--- src/rtl/pipe_ctrl_pkg.sv ---
// Opcodes, ALU/immediate/result encodings and control-word types shared by the
// RV32I pipeline control unit and its decoder.
package pipe_ctrl_pkg;

   localparam logic [6:0] OP_R      = 7'b0110011;
   localparam logic [6:0] OP_I      = 7'b0010011;
   localparam logic [6:0] OP_LOAD   = 7'b0000011;
   localparam logic [6:0] OP_STORE  = 7'b0100011;
   localparam logic [6:0] OP_BRANCH = 7'b1100011;
   localparam logic [6:0] OP_JAL    = 7'b1101111;
   localparam logic [6:0] OP_JALR   = 7'b1100111;
   localparam logic [6:0] OP_LUI    = 7'b0110111;
   localparam logic [6:0] OP_AUIPC  = 7'b0010111;

   localparam logic [3:0] ALU_ADD  = 4'b0000;
   localparam logic [3:0] ALU_SUB  = 4'b0001;
   localparam logic [3:0] ALU_AND  = 4'b0010;
   localparam logic [3:0] ALU_OR   = 4'b0011;
   localparam logic [3:0] ALU_XOR  = 4'b0100;
   localparam logic [3:0] ALU_SLT  = 4'b0101;
   localparam logic [3:0] ALU_SLTU = 4'b0110;
   localparam logic [3:0] ALU_SLL  = 4'b0111;
   localparam logic [3:0] ALU_SRL  = 4'b1000;
   localparam logic [3:0] ALU_SRA  = 4'b1001;

   localparam logic [2:0] IMM_I = 3'b000;
   localparam logic [2:0] IMM_S = 3'b001;
   localparam logic [2:0] IMM_B = 3'b010;
   localparam logic [2:0] IMM_J = 3'b011;
   localparam logic [2:0] IMM_U = 3'b100;

   localparam logic [1:0] RES_ALU = 2'b00;
   localparam logic [1:0] RES_MEM = 2'b01;
   localparam logic [1:0] RES_PC4 = 2'b10;

   localparam logic [1:0] SRCA_RS1  = 2'b00;
   localparam logic [1:0] SRCA_PC   = 2'b01;
   localparam logic [1:0] SRCA_ZERO = 2'b10;

   localparam logic [2:0] F3_BEQ  = 3'b000;
   localparam logic [2:0] F3_BNE  = 3'b001;
   localparam logic [2:0] F3_BLT  = 3'b100;
   localparam logic [2:0] F3_BGE  = 3'b101;
   localparam logic [2:0] F3_BLTU = 3'b110;
   localparam logic [2:0] F3_BGEU = 3'b111;

   typedef struct packed {
      logic       regwrite;
      logic       memwrite;
      logic       jump;
      logic       branch;
      logic       jalr;
      logic [1:0] alusrc_a;
      logic       alusrc_b;
      logic [3:0] alucontrol;
      logic [1:0] resultsrc;
      logic [2:0] immsrc;
      logic       illegal;
   } ctrl_t;

   typedef struct packed {
      logic       regwrite;
      logic       memwrite;
      logic       jump;
      logic       branch;
      logic       jalr;
      logic [1:0] alusrc_a;
      logic       alusrc_b;
      logic [3:0] alucontrol;
      logic [1:0] resultsrc;
      logic       illegal;
      logic [2:0] funct3;
   } ex_ctrl_t;

   typedef struct packed {
      logic       regwrite;
      logic       memwrite;
      logic [1:0] resultsrc;
      logic       illegal;
   } mem_ctrl_t;

   typedef struct packed {
      logic       regwrite;
      logic [1:0] resultsrc;
      logic       illegal;
   } wb_ctrl_t;

   // alt selects the alternate operation (SUB for 000, SRA for 101).
   function automatic logic [3:0] alu_op(input logic [2:0] f3, input logic alt);
      logic [3:0] code;
      case (f3)
         3'b000:  code = alt ? ALU_SUB : ALU_ADD;
         3'b001:  code = ALU_SLL;
         3'b010:  code = ALU_SLT;
         3'b011:  code = ALU_SLTU;
         3'b100:  code = ALU_XOR;
         3'b101:  code = alt ? ALU_SRA : ALU_SRL;
         3'b110:  code = ALU_OR;
         default: code = ALU_AND;
      endcase
      return code;
   endfunction

endpackage

--- src/rtl/pipelined_control_unit_decoder.sv ---
// Combinational D-stage decoder: opcode/funct3/funct7[5] to a control word,
// with disabled or unknown encodings producing an all-zero word plus illegal.
module ctrl_decoder
   import pipe_ctrl_pkg::*;
#(
   parameter bit EN_UPPER   = 1'b1,
   parameter bit EN_FULL_BR = 1'b1
) (
   input  logic [6:0] op,
   input  logic [2:0] funct3,
   input  logic       funct7_5,
   output ctrl_t      ctrl
);

   logic br_ok;

   always_comb begin
      br_ok = (funct3[2:1] != 2'b01) && (EN_FULL_BR || (funct3[2:1] == 2'b00));
   end

   always_comb begin
      ctrl = '0;
      case (op)
         OP_R: begin
            ctrl.regwrite   = 1'b1;
            ctrl.alucontrol = alu_op(funct3, funct7_5);
         end
         OP_I: begin
            // Only the shift-right immediate form honours funct7[5] (SRAI).
            ctrl.regwrite   = 1'b1;
            ctrl.alusrc_b   = 1'b1;
            ctrl.immsrc     = IMM_I;
            ctrl.alucontrol = alu_op(funct3, funct7_5 && (funct3 == 3'b101));
         end
         OP_LOAD: begin
            ctrl.regwrite   = 1'b1;
            ctrl.alusrc_b   = 1'b1;
            ctrl.immsrc     = IMM_I;
            ctrl.resultsrc  = RES_MEM;
         end
         OP_STORE: begin
            ctrl.memwrite   = 1'b1;
            ctrl.alusrc_b   = 1'b1;
            ctrl.immsrc     = IMM_S;
         end
         OP_BRANCH: begin
            if (br_ok) begin
               ctrl.branch     = 1'b1;
               ctrl.immsrc     = IMM_B;
               ctrl.alucontrol = ALU_SUB;
            end else begin
               ctrl.illegal    = 1'b1;
            end
         end
         OP_JAL: begin
            ctrl.regwrite   = 1'b1;
            ctrl.jump       = 1'b1;
            ctrl.immsrc     = IMM_J;
            ctrl.resultsrc  = RES_PC4;
         end
         OP_JALR: begin
            ctrl.regwrite   = 1'b1;
            ctrl.jump       = 1'b1;
            ctrl.jalr       = 1'b1;
            ctrl.alusrc_b   = 1'b1;
            ctrl.immsrc     = IMM_I;
            ctrl.resultsrc  = RES_PC4;
         end
         OP_LUI: begin
            if (EN_UPPER) begin
               ctrl.regwrite   = 1'b1;
               ctrl.alusrc_a   = SRCA_ZERO;
               ctrl.alusrc_b   = 1'b1;
               ctrl.immsrc     = IMM_U;
            end else begin
               ctrl.illegal    = 1'b1;
            end
         end
         OP_AUIPC: begin
            if (EN_UPPER) begin
               ctrl.regwrite   = 1'b1;
               ctrl.alusrc_a   = SRCA_PC;
               ctrl.alusrc_b   = 1'b1;
               ctrl.immsrc     = IMM_U;
            end else begin
               ctrl.illegal    = 1'b1;
            end
         end
         default: begin
            ctrl.illegal = 1'b1;
         end
      endcase
   end

endmodule

--- src/rtl/pipelined_control_unit.sv ---
// RV32I pipeline control: decodes in D and carries controls through the
// ID/EX, EX/MEM and MEM/WB registers, resolving branches in E.
module pipelined_control_unit
   import pipe_ctrl_pkg::*;
#(
   parameter int unsigned ALU_W      = 4,
   parameter bit          EN_UPPER   = 1'b1,
   parameter bit          EN_FULL_BR = 1'b1
) (
   input  logic             clk,
   input  logic             rst_n,
   input  logic [6:0]       op,
   input  logic [2:0]       funct3,
   input  logic             funct7_5,
   input  logic             stall_e,
   input  logic             flush_e,
   input  logic             zero_e,
   input  logic             lt_e,
   input  logic             ltu_e,
   output logic [2:0]       immsrc_d,
   output logic             regwrite_e,
   output logic             memwrite_e,
   output logic             jump_e,
   output logic             branch_e,
   output logic [1:0]       alusrc_a_e,
   output logic             alusrc_b_e,
   output logic [ALU_W-1:0] alucontrol_e,
   output logic [1:0]       resultsrc_e,
   output logic             pcsrc_e,
   output logic             jalr_e,
   output logic             regwrite_m,
   output logic             memwrite_m,
   output logic [1:0]       resultsrc_m,
   output logic             regwrite_w,
   output logic [1:0]       resultsrc_w,
   output logic             illegal_w
);

   ctrl_t     dec_d;
   ex_ctrl_t  ex_d;
   ex_ctrl_t  ex_p0;
   mem_ctrl_t mem_p1;
   wb_ctrl_t  wb_p2;
   logic      cond_e;

   ctrl_decoder #(
      .EN_UPPER   (EN_UPPER),
      .EN_FULL_BR (EN_FULL_BR)
   ) u_dec (
      .op       (op),
      .funct3   (funct3),
      .funct7_5 (funct7_5),
      .ctrl     (dec_d)
   );

   assign immsrc_d = dec_d.immsrc;

   always_comb begin
      ex_d            = '0;
      ex_d.regwrite   = dec_d.regwrite;
      ex_d.memwrite   = dec_d.memwrite;
      ex_d.jump       = dec_d.jump;
      ex_d.branch     = dec_d.branch;
      ex_d.jalr       = dec_d.jalr;
      ex_d.alusrc_a   = dec_d.alusrc_a;
      ex_d.alusrc_b   = dec_d.alusrc_b;
      ex_d.alucontrol = dec_d.alucontrol;
      ex_d.resultsrc  = dec_d.resultsrc;
      ex_d.illegal    = dec_d.illegal;
      ex_d.funct3     = funct3;
   end

   // D -> E boundary: flush outranks stall, both produce/keep a clean bubble.
   always_ff @(posedge clk) begin
      if (!rst_n) begin
         ex_p0 <= '0;
      end else if (flush_e) begin
         ex_p0 <= '0;
      end else if (!stall_e) begin
         ex_p0 <= ex_d;
      end
   end

   // E -> M boundary.
   always_ff @(posedge clk) begin
      if (!rst_n) begin
         mem_p1 <= '0;
      end else begin
         mem_p1.regwrite  <= ex_p0.regwrite;
         mem_p1.memwrite  <= ex_p0.memwrite;
         mem_p1.resultsrc <= ex_p0.resultsrc;
         mem_p1.illegal   <= ex_p0.illegal;
      end
   end

   // M -> W boundary.
   always_ff @(posedge clk) begin
      if (!rst_n) begin
         wb_p2 <= '0;
      end else begin
         wb_p2.regwrite  <= mem_p1.regwrite;
         wb_p2.resultsrc <= mem_p1.resultsrc;
         wb_p2.illegal   <= mem_p1.illegal;
      end
   end

   always_comb begin
      cond_e = 1'b0;
      case (ex_p0.funct3)
         F3_BEQ:  cond_e = zero_e;
         F3_BNE:  cond_e = !zero_e;
         F3_BLT:  cond_e = lt_e;
         F3_BGE:  cond_e = !lt_e;
         F3_BLTU: cond_e = ltu_e;
         F3_BGEU: cond_e = !ltu_e;
         default: cond_e = 1'b0;
      endcase
   end

   // Gated by rst_n so no redirect escapes before the first reset edge.
   assign pcsrc_e      = rst_n & (ex_p0.jump | (ex_p0.branch & cond_e));

   assign regwrite_e   = ex_p0.regwrite;
   assign memwrite_e   = ex_p0.memwrite;
   assign jump_e       = ex_p0.jump;
   assign branch_e     = ex_p0.branch;
   assign alusrc_a_e   = ex_p0.alusrc_a;
   assign alusrc_b_e   = ex_p0.alusrc_b;
   assign alucontrol_e = ALU_W'(ex_p0.alucontrol);
   assign resultsrc_e  = ex_p0.resultsrc;
   assign jalr_e       = ex_p0.jalr;

   assign regwrite_m   = mem_p1.regwrite;
   assign memwrite_m   = mem_p1.memwrite;
   assign resultsrc_m  = mem_p1.resultsrc;

   assign regwrite_w   = wb_p2.regwrite;
   assign resultsrc_w  = wb_p2.resultsrc;
   assign illegal_w    = wb_p2.illegal;

endmodule

--- config.mk ---
export PLATFORM = sky130hd
export DESIGN_NAME = pipelined_control_unit
export DESIGN_NICKNAME = d
export VERILOG_FILES = /design/src/rtl/pipe_ctrl_pkg.sv /design/src/rtl/pipelined_control_unit_decoder.sv /design/src/rtl/pipelined_control_unit.sv
export SDC_FILE = /design/constraint.sdc
export NUM_CORES = 1
export LEC_CHECK = 0
export ABC_AREA = 0
export CAP_MARGIN = 40
export CORE_MARGIN = 5
export CORE_UTILIZATION = 25
export DETAILED_ROUTE_END_ITERATION = 10
export HOLD_SLACK_MARGIN = 0.02
export SYNTH_ARGS = -nofsm -noshare
export SYNTH_HDL_FRONTEND = slang
export SYNTH_SLANG_ARGS = --single-unit
--- constraint.sdc ---
create_clock -name clk -period 1.6 [get_ports clk]
set_input_delay 0.24 -clock clk [delete_from_list [all_inputs] [get_ports clk]]
set_output_delay 0.24 -clock clk [all_outputs]
set_load 0.005 [all_outputs]
==> reports/results.md <==
## Timing
- 0 — Setup Viol. Count Final
- 0.001599 ns — clk_skew
- 84.00% — worst slew margin relative to its limit
- 0 ns — setup TNS after final layout
- 647.8 MHz — maximum clock rate
- 0 — number of hold-slack violations in the final timing report
- 0.2401 ns — transition time at the pin with the least slew margin
- 96.48% — Period Utilization, post-route
- 0 — Max Transition Viols Final
- 0.4040 ns — Hold Slack
- 0.05628 ns — Final Worst Setup Slack
- 1.544 ns — clock period minus worst slack
- true — unrepaired setup endpoints after global routing

## Floorplan
- 82.11 um — die outline width
- 25.62% — starting density of the core
- 0.006742 sq mm — area of the die
- 26 — num rows
- 44 — top-level I/O count
- 0.005075 sq mm — core box area
- 82.11 um — die extent in y

## Synth
- 41.58% — top cell type's share of synthesized area
- 146 — instance count of the mapped netlist
- 0.001300 sq mm — netlist area before placement
- dfxtp_1, buf_4, a21oi_1, and2_1, mux2i_1 — top cells by area, synth
- 41.58% — sequential share of the synthesized area
- 8.904 sq um — Post-Syn Area per Cell
- 164 — Synthesized Nets
- 0 — warning count from the yosys run
- dfxtp_1 — Yosys top cell by area
- 0 — number of synthesized flops with an enable pin
- 37 — synth unique cells
- 27 — flop and latch count out of synthesis
- dfxtp_1 — primary flip-flop cell chosen by synthesis mapping
- 0% — Post-synth ARST share

## Hold path
- input port to flop — min-delay worst type

## Power and ir drop
- 30.8% — share of power burned in the clock network
- 315.6 uW — net load switching power
- 24.62% — net switching share of the total power
- 53.4% — Sequential Power Share
- 0.7771 nW — static power due to leakage
- 1.282 mW — Total Power
- 377.2 uV — Peak supply drop
- 15.8% — power share of the combinational group
- 966.0 uW — internal power
- 652.0 mW/mm^2 — power density cells

## Final layout
- 561 — # fillers
- 219 — fin nets
- 0 — count of antenna diodes in the layout
- 0.001966 sq mm — post-layout instance area
- clkdlybuf4s50_1, dfxtp_1, buf_4 — leading cell types in the layout, fill and taps excluded
- clkdlybuf4s50_1 — most common cell after layout, fill and taps aside
- 38.73% — Core Util, Final
- 270 — final non-filler cell total
- 23.00% — share of final-layout standard cells stronger than drive strength 1
- 51.20% — Syn-to-layout area delta

## Global routing
- 10.13% — global-route usage over all layers
- 0 — antenna violations before repair
- 17 — maximum number of pins on one net before global-route repair
- 1129 — via count of the first global-routing pass
- 0 — aggregate global routing overflow
- 5292 um — global-route wire length before repair

## Critical path
- 1.36 ns — endpoint required time on the critical path
- 1.30 ns — worst endpoint data arrival time
- primary output — Crit. End Element
- input port to primary output — Crit Path Category
- 1 — Worst Path Max Fanout
- input port — startpoint type of the worst setup path

## Clock network
- 0.27 ns — worst skew pair latency
- built — TritonCTS clock tree
- 27 — total clock sinks
- clkbuf_8 — Root Buffer
- 2 — Clock Path Buffers
- 1 — CTS H-tree lvls
- 3 — number of buffers created by CTS
- 0.09 ns — clock-pin slew on the worst setup and hold paths

## Placement
- 2591 um — half-perimeter wire length after placement
- 43 — number of buffers added on ports
- 0.7658 — Final GP Congestion
- 0.001882 sq mm — cell area after placement
- -0.4563 ns — dpl ws
- 265 — Cell Count Post-Placement

## Detailed routing
- 0 — number of routed nets with antenna violations
- 3179 um — sum of routed wire length over all layers
- 4 — Pre-antenna DRT Iters
- 0 — DRC violations left
- 11.77 um — wire length per cell
- 4.156 — ratio of routed vias to standard cells
- 1122 — number of vias after detailed routing
- 60 — iteration-0 DRC count of the detailed router

## Flow run
- 0 — max-cap check violation count

## Outcome
- complete, no violations — status

sequential cells by signal, summed over array words and instances, names as in the netlist:
signal        flops
alucontrol_e      4
alusrc_a_e        2
alusrc_b_e        1
branch_e          1
ex_p0             4
illegal_w         1
jalr_e            1
jump_e            1
mem_p1            1
memwrite_e        1
memwrite_m        1
regwrite_e        1
regwrite_m        1
regwrite_w        1
resultsrc_e       2
resultsrc_m       2
resultsrc_w       2
power by group through the flow:
stage / logic (mW) / clock network [mW] / registers (mW)
global route: 0.223 / 0.437 / 0.686
floorplan: 0.0802 / 0 / 0.699
global placement: 0.198 / 0 / 0.700
detailed placement: 0.199 / 0 / 0.700
finish: 0.202 / 0.395 / 0.684
CTS: 0.199 / 0.409 / 0.685
final timing paths:
check / startpoint / to / slack [ns] / cells after the start
worst max-delay path: lt_e / pcsrc_e / 0.06 / 6
worst min-delay path: funct3[2] / ex_p0[2] / 0.40 / 4
worst max register to register: ex_p0[2] / ex_p0[2] / 0.87 / 3
worst min register to register: mem_p1[0] / illegal_w / 0.45 / 1
critical path: stages:
cell	delay (ns)
clkdlybuf4s50_1	0.45
mux2i_1	0.07
xor2_1	0.16
o21ai_1	0.13
o211a_1	0.15
buf_2	0.10
Yosys cell counts, drive strengths merged, types with 4 or more instances:
library cell,number
nor2,13
or3,4
nand2,11
and2,10
nand3,4
clkbuf,5
mux2i,5
dfxtp,27
a21oi,15
nor3,6
buf,14
inv,4
cells by family after synthesis:
logic type,after synthesis,synth area share (%)
AND/OR/NAND/NOR,59,26.66
AO/OA/AOI/OAI,29,15.21
flip-flops,27,41.58
buffers and inverters,23,10.68
multiplexers,5,3.850
XOR/XNOR,3,2.022
per-layer routing:
metal | part of all wire [%] | up-vias | track usage, %
met4 | 0.38 | 0 | 1.495
met2 | 46 | 34 | 16.80
met3 | 5.6 | 2 | 2.928
met1 | 48 | 486 | 13.30
met5 | 0 | - | 0
li1 | - | 600 | -
what timing repair did:
| item | CTS | global route |
|---|---|---|
| pin swaps | 3 | 5 |
| gates resized for setup | 18 | 12 |
| buffers inserted | 0 | 1 |
| hold buffers | 0 | 0 |
| endpoints found under the setup margin | 4 | 6 |
final cells by class:
cell class	instances	area, sq um	area share (%)
Clock buffer	3	41.29	2.101
Clock inverter	1	7.507	0.3819
Inverter	4	15.01	0.7638
Multi-Input combinational cell	96	645.6	32.85
Sequential cell	27	541.8	27.56
Tap cell	70	87.58	4.456
Timing Repair Buffer	69	626.9	31.89
(Power assumes the default switching activity.)
